$ cat src/rtl/pc_sequencer.sv
// rtl/pc_sequencer.sv - fetch program counter with jump/branch redirect, IF/ID flush and halt/resume
module pc_sequencer #(
    parameter int                ADDR_W       = 16,
    parameter logic [ADDR_W-1:0] RESET_VEC    = '0,
    parameter int                FLUSH_CYCLES = 2
) (
    input  logic              clk,
    input  logic              rst_n,
    input  logic [ADDR_W-1:0] inc,
    input  logic              jump,
    input  logic [ADDR_W-1:0] jump_target,
    input  logic              branch_taken,
    input  logic [ADDR_W-1:0] branch_target,
    input  logic              halt,
    input  logic              resume,
    output logic [ADDR_W-1:0] pc_out,
    output logic [ADDR_W-1:0] pc_next,
    output logic              flush,
    output logic              halted,
    output logic              pc_wrap,
    output logic              align_err
);

    localparam logic [0:0] ST_RUN  = 1'b0;
    localparam logic [0:0] ST_HALT = 1'b1;
    localparam logic [2:0] FLUSH_LOAD = FLUSH_CYCLES[2:0];

    logic [0:0]        state_q, state_d;
    logic [ADDR_W-1:0] pc_q, pc_d;
    logic [2:0]        cnt_q, cnt_d;
    logic              wrap_q, wrap_d;
    logic              align_q, align_d;
    logic              redirect;
    logic [ADDR_W:0]   sum;

    // Extra top bit captures the carry out for the wrap pulse.
    assign sum = {1'b0, pc_q} + {1'b0, inc};

    always_comb begin
        state_d  = state_q;
        pc_d     = pc_q;
        wrap_d   = 1'b0;
        align_d  = 1'b0;
        redirect = 1'b0;
        cnt_d    = (cnt_q != 3'd0) ? cnt_q - 3'd1 : 3'd0;

        if (state_q == ST_RUN) begin
            if (jump) begin
                pc_d     = {jump_target[ADDR_W-1:1], 1'b0};
                align_d  = jump_target[0];
                redirect = 1'b1;
            end else if (branch_taken) begin
                pc_d     = {branch_target[ADDR_W-1:1], 1'b0};
                align_d  = branch_target[0];
                redirect = 1'b1;
            end else if (halt) begin
                state_d = ST_HALT;
            end else begin
                pc_d   = sum[ADDR_W-1:0];
                wrap_d = sum[ADDR_W];
            end
        end else if (resume) begin
            state_d = ST_RUN;
        end

        // A redirect reloads the countdown rather than extending it.
        if (redirect) begin
            cnt_d = FLUSH_LOAD;
        end
    end

    always_ff @(posedge clk or negedge rst_n) begin
        if (!rst_n) begin
            state_q <= ST_RUN;
            pc_q    <= RESET_VEC;
            cnt_q   <= 3'd0;
            wrap_q  <= 1'b0;
            align_q <= 1'b0;
        end else begin
            state_q <= state_d;
            pc_q    <= pc_d;
            cnt_q   <= cnt_d;
            wrap_q  <= wrap_d;
            align_q <= align_d;
        end
    end

    assign pc_out    = pc_q;
    assign pc_next   = sum[ADDR_W-1:0];
    assign flush     = (cnt_q != 3'd0);
    assign halted    = (state_q == ST_HALT);
    assign pc_wrap   = wrap_q;
    assign align_err = align_q;

endmodule

$ cat config.mk
export PLATFORM = sky130hd
export DESIGN_NAME = pc_sequencer
export DESIGN_NICKNAME = d
export VERILOG_FILES = /design/src/rtl/pc_sequencer.sv
export SDC_FILE = /design/constraint.sdc
export NUM_CORES = 1
export LEC_CHECK = 0
export BUFFER_PORTS_ARGS = -buffer_cell sky130_fd_sc_hd__buf_4
export CORE_MARGIN = 2
export CORE_UTILIZATION = 43
export DETAILED_ROUTE_END_ITERATION = 8
export GPL_ROUTABILITY_DRIVEN = 0
export GPL_TIMING_DRIVEN = 0
export PLACE_DENSITY = 0.78
export SLEW_MARGIN = 5
export SYNTH_ARGS = -nofsm -noshare
export SYNTH_HDL_FRONTEND = slang
export SYNTH_SLANG_ARGS = --single-unit
$ cat constraint.sdc
create_clock -name clk -period 2.4 [get_ports clk]
set_clock_uncertainty 0.1 [all_clocks]
set_input_delay 0.48 -clock clk [delete_from_list [all_inputs] [get_ports clk]]
set_output_delay 0.48 -clock clk [all_outputs]
set_load 0.05 [all_outputs]
==> impl_metrics.json, run 1 <==
{
  "layout-area-overhead-vs-synth_pct": 81.7,
  "total_global_routing_overflow": 0,
  "avgViaCountPerCell": 5.89,
  "antenna_found_initial": 0,
  "first_pass_grt_wire_length_mm": 11.2,
  "htreeDepth": 1,
  "setup.worst_path.end_class": "output pin",
  "synth_edf_count": 0,
  "register_area_share_after_synthesis_pct": 28.5,
  "grt_pass1_vias": 2337,
  "flip_flop_and_latch_count_after_synthesis": 22,
  "class_of_the_most_critical_hold_timing_path": "primary input to flip-flop",
  "worst_skew_pair.late_latency_ns": 0.27,
  "syn_avg_cell_area_um2": 8.83,
  "clkSlewWorstSetupHoldPaths_ns": 0.09,
  "worst-setup-path-type": "flip-flop to output pin",
  "grt_setup_unrepaired": "yes",
  "cts_sinks": 22,
  "final_period_minus_worst_setup_slack_ns": 2.91,
  "via_count": 2290,
  "route.detailed.drc": 0,
  "total_cts_buffers": 3,
  "report.final.slew_viol_count": 0,
  "crit_required_ns": 1.82,
  "most_frequent_standard_cell_in_the_layout_excluding_fill_and_tap_cells": "buf_4",
  "post-dp-hpwl_mm": 4.88,
  "place.port_buffers": 89,
  "achievable-frequency_ghz": 0.344,
  "dieArea_um2": 5050,
  "start_util_pct": 44.4,
  "antenna_left": 0,
  "max-cap-violations": 0,
  "setup-violations-final": 14,
  "relSlewSlack_pct": 44.8,
  "tritoncts_clock_tree": "built",
  "grt_max_degree": 23,
  "post_synth_instance_area_um2": 1930,
  "die-height_um": 71.1,
  "netlist_instances": 219,
  "worst_pin_slew_ns": 0.822,
  "cts-root-to-sink-buffers": 2,
  "synth.yosys.warnings": 0,
  "design.core.area_um2": 4350,
  "hold_violations": 0,
  "std_cell_rows": 24,
  "worst-endpoint-arrival_ns": 2.33,
  "post_synth_cell_types": 54,
  "ios": 90,
  "finalCritPeriodShare_pct": 121,
  "dominantRegCellSynth": "dfrtp_1",
  "num-fill-cells": 287,
  "drt-pass1-iter-count": 5,
  "floorplan.die.width_um": 71.1,
  "drive_gt1_share_pct": 57.3,
  "postLayoutSetupSlackWorst_ns": -0.505,
  "violated_checks": "negative setup slack",
  "status": "finished with violations",
  "antenna_cells": 0,
  "ctsRootBufferMaster": "clkbuf_8",
  "route.detailed.wl_per_inst_um": 18.7,
  "synth.net_count": 290,
  "nNetsFinal": 409,
  "wl_mm": 7.28,
  "worstSetupStartpointType": "flip-flop",
  "synthArstFlopShare_pct": 100,
  "initialDrtViolationCount": 198,
  "fin_util_pct": 80.7,
  "dp_worst_setup_slack_ns": -0.505,
  "worst-path-max-fanout": 2,
  "mostFrequentLayoutCells": "95 x buf_4, 20 x nand2_1, 20 x buf_6, 20 x nor2_1, 14 x a21oi_1",
  "grt_usage_pct": 27.8
}
-- cells in the mapped netlist (4+ instances only) --
master | n | area [µm²]
dfrtp_1 | 22 | 551
o21ai_0 | 14 | 70.1
mux2i_1 | 6 | 60.1
o2bb2ai_1 | 4 | 35.0
xnor2_1 | 6 | 52.6
xor2_1 | 6 | 52.6
nor2_1 | 20 | 75.1
buf_2 | 4 | 20.0
a21o_1 | 5 | 37.5
clkbuf_1 | 5 | 18.8
nand2_1 | 21 | 78.8
nand3_1 | 4 | 20.0
ha_1 | 16 | 200
a221oi_1 | 6 | 52.6
a21oi_1 | 21 | 105
-- what timing repair did --
item / 4_1_cts / 5_1_grt
endpoints found under the setup margin: 13 / 16
pin swaps: 15 / 10
setup buffers: 22 / 3
endpoints found under the hold margin: 9 / 0
hold buffers: 1 / 0
gates resized for setup: 33 / 15
-- final timing paths --
path	from	end	slack, ns	cells after the start
max	pc_out[0]	pc_next[10]	-0.51	9
min	resume	halted	0.26	2
max reg2reg	pc_out[2]	pc_out[14]	0.04	8
min reg2reg	cnt_q[0]	cnt_q[0]	0.39	1
max in group asynchronous	rst_n	pc_out[0]	1.40	2
min in group asynchronous	rst_n	cnt_q[2]	0.53	2
-- metal layers --
layer / global-route usage, % / vias to the layer above / wire length [µm]
met5: 0 / - / 0
met4: 9.64 / 0 / 129
met3: 4.42 / 16 / 494
met2: 48.5 / 124 / 3800
met1: 34.9 / 1101 / 2860
li1: - / 1049 / -
-- critical path, stage by stage (launching register included) --
cell and delay [ns]:
dfrtp_2 0.43, ha_4 0.17, fa_2 0.37, a21oi_4 0.17, o211a_1 0.18, o21bai_1 0.08
a21oi_2 0.18, o211ai_1 0.15, and2_4 0.18, buf_6 0.14
-- final cells by class --
class	count	area, µm²	area share [%]
Inverter	3	11.3	0.321
Sequential cell	22	566	16.1
Buffer	9	45.0	1.28
Clock inverter	1	30.0	0.855
Timing Repair Buffer	115	937	26.7
Clock buffer	3	41.3	1.18
Tap cell	52	65.1	1.85
Multi-Input combinational cell	184	1820	51.7
-- metrics by stage --
stage	setup TNS [ns]	instance area, µm²	hold slack (ns)	std cells
global placement	-3.50	3020	0.299	360
floorplan	-1.67	2280	0.0844	219
CTS	-3.98	3410	0.259	386
global route	-5.19	3510	0.266	389
finish	-4.54	3510	0.262	389
detailed placement	-3.60	3020	0.301	360
-- cells by family after synthesis --
family                     share of synthesized area [%]
AOI/OAI and AO/OA                                   29.1
DFF                                                 28.5
xor gates and xnor gates                            6.28
buffers and inverters                               2.78
muxes                                               3.69
and+or+nand+nor                                     18.3
adders and majority gates                           11.4
-- flip-flops by register name, summed over array words and instances, names as in the netlist --
name       count
pc_wrap        1
pc_out        16
halted         1
align_err      1
cnt_q          3
Power of run 1 is left out: the tool's default activity adds up to more than one toggle a clock period on the data nets, which glitch-free logic cannot reach.
==> run 2, diff against run 1 <==
--- a/config.mk
+++ b/config.mk
@@ -6,12 +6,14 @@
 export NUM_CORES = 1
 export LEC_CHECK = 0
 export BUFFER_PORTS_ARGS = -buffer_cell sky130_fd_sc_hd__buf_4
+export CAP_MARGIN = 20
 export CORE_MARGIN = 2
 export CORE_UTILIZATION = 43
 export DETAILED_ROUTE_END_ITERATION = 8
 export GPL_ROUTABILITY_DRIVEN = 0
 export GPL_TIMING_DRIVEN = 0
 export PLACE_DENSITY = 0.78
+export SKIP_LAST_GASP = 1
 export SLEW_MARGIN = 5
 export SYNTH_ARGS = -nofsm -noshare
 export SYNTH_HDL_FRONTEND = slang
==> impl_metrics.json, run 2 (synthesis results as in run 1) <==
{
  "violated_checks": "negative setup slack",
  "cts-root-to-sink-buffers": 2,
  "total_global_routing_overflow": 0,
  "max-cap-violations": 0,
  "timing.critical_path.cells": "ha_4, a21oi_4, o211a_1, or2_4, buf_4, a31oi_4, xor2_4, buf_6",
  "relSlewSlack_pct": 43.5,
  "worstSetupStartpointType": "flip-flop",
  "wl_mm": 6.98,
  "setup.worst_path.end_class": "output pin",
  "mostFrequentLayoutCells": "99 x buf_4, 20 x nand2_1, 20 x nor2_1",
  "worst_skew_pair.late_latency_ns": 0.28,
  "post-dp-hpwl_mm": 4.88,
  "finalCritPeriodShare_pct": 120,
  "die-height_um": 71.1,
  "htreeDepth": 1,
  "grt_max_degree": 23,
  "ios": 90,
  "final_period_minus_worst_setup_slack_ns": 2.89,
  "route.detailed.wl_per_inst_um": 17.9,
  "whs_ns": 0.257,
  "grt_pass1_vias": 2292,
  "clkSlewWorstSetupHoldPaths_ns": 0.09,
  "antenna_found_initial": 0,
  "design.core.area_um2": 4350,
  "num-fill-cells": 291,
  "nNetsFinal": 410,
  "cp_slowest_stage_delay_ns": 0.43,
  "hold_violations": 0,
  "std_cell_rows": 24,
  "first_pass_grt_wire_length_mm": 11.1,
  "crit_required_ns": 1.82,
  "route.detailed.drc": 0,
  "ctsRootBufferMaster": "clkbuf_8",
  "initialDrtViolationCount": 135,
  "grt_setup_unrepaired": "yes",
  "status": "finished with violations",
  "worst_pin_slew_ns": 0.841,
  "via_count": 2239,
  "avgViaCountPerCell": 5.74,
  "antenna_left": 0,
  "setup-violations-final": 13,
  "layout-area-overhead-vs-synth_pct": 81.0,
  "report.final.slew_viol_count": 0,
  "drive_gt1_share_pct": 57.4,
  "drt-pass1-iter-count": 4,
  "place.port_buffers": 89,
  "total_cts_buffers": 3,
  "dieArea_um2": 5050,
  "achievable-frequency_ghz": 0.346,
  "timing.critical_path.slowest_stage_cell": "dfrtp_2",
  "worst-setup-path-type": "flip-flop to output pin",
  "antenna_cells": 0,
  "tritoncts_clock_tree": "built",
  "floorplan.die.width_um": 71.1,
  "worst-path-max-fanout": 5,
  "grt_usage_pct": 27.5,
  "cts_sinks": 22,
  "largest_register_ff_count": 16,
  "most_frequent_standard_cell_in_the_layout_excluding_fill_and_tap_cells": "buf_4",
  "postLayoutSetupSlackWorst_ns": -0.489,
  "class_of_the_most_critical_hold_timing_path": "primary input to flip-flop",
  "start_util_pct": 44.4,
  "fin_area_um2": 3500,
  "worst-endpoint-arrival_ns": 2.31,
  "place_area_um2": 3020,
  "final.setup.tns_ns": -4.43
}
==> run 2: cell types whose count changed in the layout (fill, tap and decap cells not counted) <==
cell      before  now
a211oi_2       1    2
a211oi_4       1    0
buf_4         95   99
buf_6         20   17
o21ai_1        2    1
o21ai_2        1    2
xor2_1         0    1
xor2_2         1    0
==> run 2: layout make-up <==
class / count / area [µm²] / area share (%)
sequential: 22 / 566 / 16.2
timing repair buffer: 116 / 933 / 26.7
tap: 52 / 65.1 / 1.86
multi-input combinational: 184 / 1810 / 51.6
buffer: 9 / 45.0 / 1.29
inverter: 3 / 11.3 / 0.322
clock inverter: 1 / 30.0 / 0.858
clock buffer: 3 / 41.3 / 1.18
==> run 2: timing repair <==
action                                 in CTS  in global routing
endpoints found under the hold margin       9                  0
hold buffers                                1                  0
resized for setup                          30                 14
buffers inserted                           22                  4
setup endpoints to repair                  13                 16
pin swaps                                  15                 13
==> run 2: per-layer routing <==
| metal | GRT usage (%) | share of wire (%) |
|---|---|---|
| met1 | 35.5 | 41 |
| met2 | 48.2 | 52 |
| met3 | 3.42 | 5.8 |
| met4 | 7.97 | 1.4 |
| met5 | 0 | 0 |
==> run 2: through the flow <==
step	cells	util [%]	setup WS [ns]
floorplan	219	-	-0.312
global placement	360	69.3	-0.512
detailed placement	360	69.3	-0.505
CTS	386	77.9	-0.493
global route	390	80.3	-0.534
finish	390	80.3	-0.489
==> run 2: worst paths after layout <==
kind | startpoint | to | depth (start not counted) | slack [ns]
setup / recovery | pc_out[2] | pc_next[12] | 8 | -0.49
hold / removal | resume | halted | 2 | 0.26
setup reg to reg | pc_out[0] | pc_out[14] | 9 | 0.09
min in group asynchronous | rst_n | cnt_q[2] | 2 | 0.53
max in group asynchronous | rst_n | pc_out[0] | 2 | 1.39
hold reg to reg | cnt_q[0] | cnt_q[0] | 1 | 0.40
==> run 2: critical path: cells and delay by family (launching register included) <==
kind,cells,cell delay [ns]
AOI/OAI and AO/OA,3,0.50
xor gates and xnor gates,1,0.18
adders and majority gates,1,0.34
buffers and inverters,2,0.33
DFF,1,0.43
and+or+nand+nor,1,0.26
Power of run 2 is left out for the same reason.
==> run 3, diff against run 2 <==
--- a/config.mk
+++ b/config.mk
@@ -13,6 +13,7 @@
 export GPL_ROUTABILITY_DRIVEN = 0
 export GPL_TIMING_DRIVEN = 0
 export PLACE_DENSITY = 0.78
+export SETUP_SLACK_MARGIN = 0.05
 export SKIP_LAST_GASP = 1
 export SLEW_MARGIN = 5
 export SYNTH_ARGS = -nofsm -noshare
==> impl_metrics.json, run 3 (synthesis results as in run 1) <==
{
  "whs_ns": -0.00512,
  "total_cts_buffers": 3,
  "grt_setup_unrepaired": "yes",
  "max-cap-violations": 0,
  "timing.critical_path.buf_inv": 2,
  "violated_checks": "negative hold slack, negative setup slack",
  "post_layout_nonfiller_instances": 397,
  "placed_cells": 360,
  "cts_sinks": 22,
  "antenna_left": 0,
  "post-dp-hpwl_mm": 4.99,
  "clkSlewWorstSetupHoldPaths_ns": 0.09,
  "drive_gt1_share_pct": 58.6,
  "worst-endpoint-arrival_ns": 2.34,
  "worst-setup-path-type": "flip-flop to output pin",
  "timing.critical_path.depth": 9,
  "register_to_register_path_depth": 11,
  "setup.worst_path.end_class": "output pin",
  "initialDrtViolationCount": 112,
  "mostFrequentLayoutCells": "105 x buf_4, 20 x nand2_1, 18 x buf_6, 18 x nor2_1, 14 x a21oi_1",
  "total_global_routing_overflow": 0,
  "grt_usage_pct": 27.0,
  "layout-area-overhead-vs-synth_pct": 85.3,
  "worst_r2r_startpoint": "pc_out[4]",
  "design.core.area_um2": 4350,
  "grt_max_degree": 23,
  "cp_slowest_stage_delay_ns": 0.45,
  "postLayoutSetupSlackWorst_ns": -0.517,
  "most_frequent_standard_cell_in_the_layout_excluding_fill_and_tap_cells": "buf_4",
  "crit_family": "compound AO/OA/AOI/OAI gates",
  "antenna_found_initial": 0,
  "postCtsHoldBufs": 0,
  "first_pass_grt_wire_length_mm": 10.8,
  "tritoncts_clock_tree": "built",
  "timing.critical_path.slowest_stage_cell": "dfrtp_2",
  "crit_path_end": "pc_next[8]",
  "report.final.slew_viol_count": 0,
  "use_met1_pct": 34.5,
  "route.detailed.drc": 0,
  "route.detailed.wl_per_inst_um": 18.4,
  "critPathLaunch": "pc_out[0]",
  "crit-reg2reg-capture": "pc_out[10]",
  "timing.critical_path.cells": "ha_4, fa_2, a21oi_4, o211a_1, o21bai_1, a21oi_2, buf_4, xnor2_4, buf_6",
  "worstSetupStartpointType": "flip-flop",
  "nNetsFinal": 417,
  "worst-path-max-fanout": 3,
  "worst_pin_slew_ns": 0.989,
  "wl_mm": 7.30,
  "htreeDepth": 1,
  "drt-pass1-iter-count": 4,
  "reg2reg_slack_ns": -0.08,
  "top_usage_layer": "met2",
  "die-height_um": 71.1,
  "ios": 90,
  "relSlewSlack_pct": 33.5,
  "floorplan.die.width_um": 71.1,
  "grt_util_met3_pct": 3.42,
  "ctsRootBufferMaster": "clkbuf_8",
  "setup-violations-final": 14,
  "start_util_pct": 44.4,
  "place.port_buffers": 89,
  "avgViaCountPerCell": 5.89,
  "via_count": 2340,
  "status": "finished with violations",
  "std_cell_rows": 24,
  "cts-root-to-sink-buffers": 2,
  "worst_skew_pair.late_latency_ns": 0.26,
  "finalCritPeriodShare_pct": 122,
  "global_route_met2_utilization_pct": 47.5,
  "achievable-frequency_ghz": 0.343,
  "hold_violations": 4,
  "final_period_minus_worst_setup_slack_ns": 2.92,
  "grt_pass1_vias": 2225,
  "class_of_the_most_critical_hold_timing_path": "primary input to asynchronous set/reset pin",
  "crit_required_ns": 1.82,
  "largest_register_ff_count": 16,
  "antenna_cells": 0,
  "dieArea_um2": 5050
}
run 3: through the flow:
step                      instance area (µm²)  setup TNS (ns)  hold slack, ns  util [%]  setup WS (ns)
final                                    3580           -4.87        -0.00512      82.3         -0.517
after global routing                     3580           -5.67         0.00513      82.3         -0.567
after CTS                                3440           -4.44         0.00742      79.0         -0.515
after detailed placement                 3040           -4.23           0.296      69.8         -0.591
after global placement                   3040           -3.94           0.292      69.8         -0.554
after floorplan                          2310           -2.06          0.0844         -         -0.312
run 3: how the worst min path moves through the flow:
stage | start | endpoint | slack, ns | cells past startpoint
CTS | rst_n | pc_out[12] | 0.007 | 1
global placement | rst_n | pc_out[12] | 0.29 | 1
floorplan | rst_n | align_err | 0.08 | 0
global route | rst_n | pc_out[12] | 0.005 | 1
detailed placement | rst_n | pc_out[12] | 0.30 | 1
finish | rst_n | pc_out[12] | -0.005 | 1
run 3: cell type report:
| cell class | instances | area, µm² |
|---|---|---|
| well taps | 52 | 65.1 |
| clock inverters | 1 | 30.0 |
| plain buffers | 10 | 52.6 |
| fillers | 260 | 772 |
| flip-flops and latches | 22 | 566 |
| clock buffers | 3 | 41.3 |
| inverters | 3 | 11.3 |
| repair buffers | 122 | 987 |
| multi-input cells | 184 | 1830 |
run 3: layer usage:
layer | up-vias | part of all wire (%)
met5 | - | 0
met3 | 19 | 7.2
li1 | 1079 | -
met4 | 0 | 2.4
met1 | 1122 | 38
met2 | 120 | 52
run 3: repair_timing:
action / 4_1_cts / 5_1_grt
pin swaps: 22 / 15
gates resized for setup: 34 / 14
hold endpoints to repair: 0 / 0
buffers inserted: 23 / 10
endpoints found under the setup margin: 13 / 18
Power of run 3 is left out for the same reason.
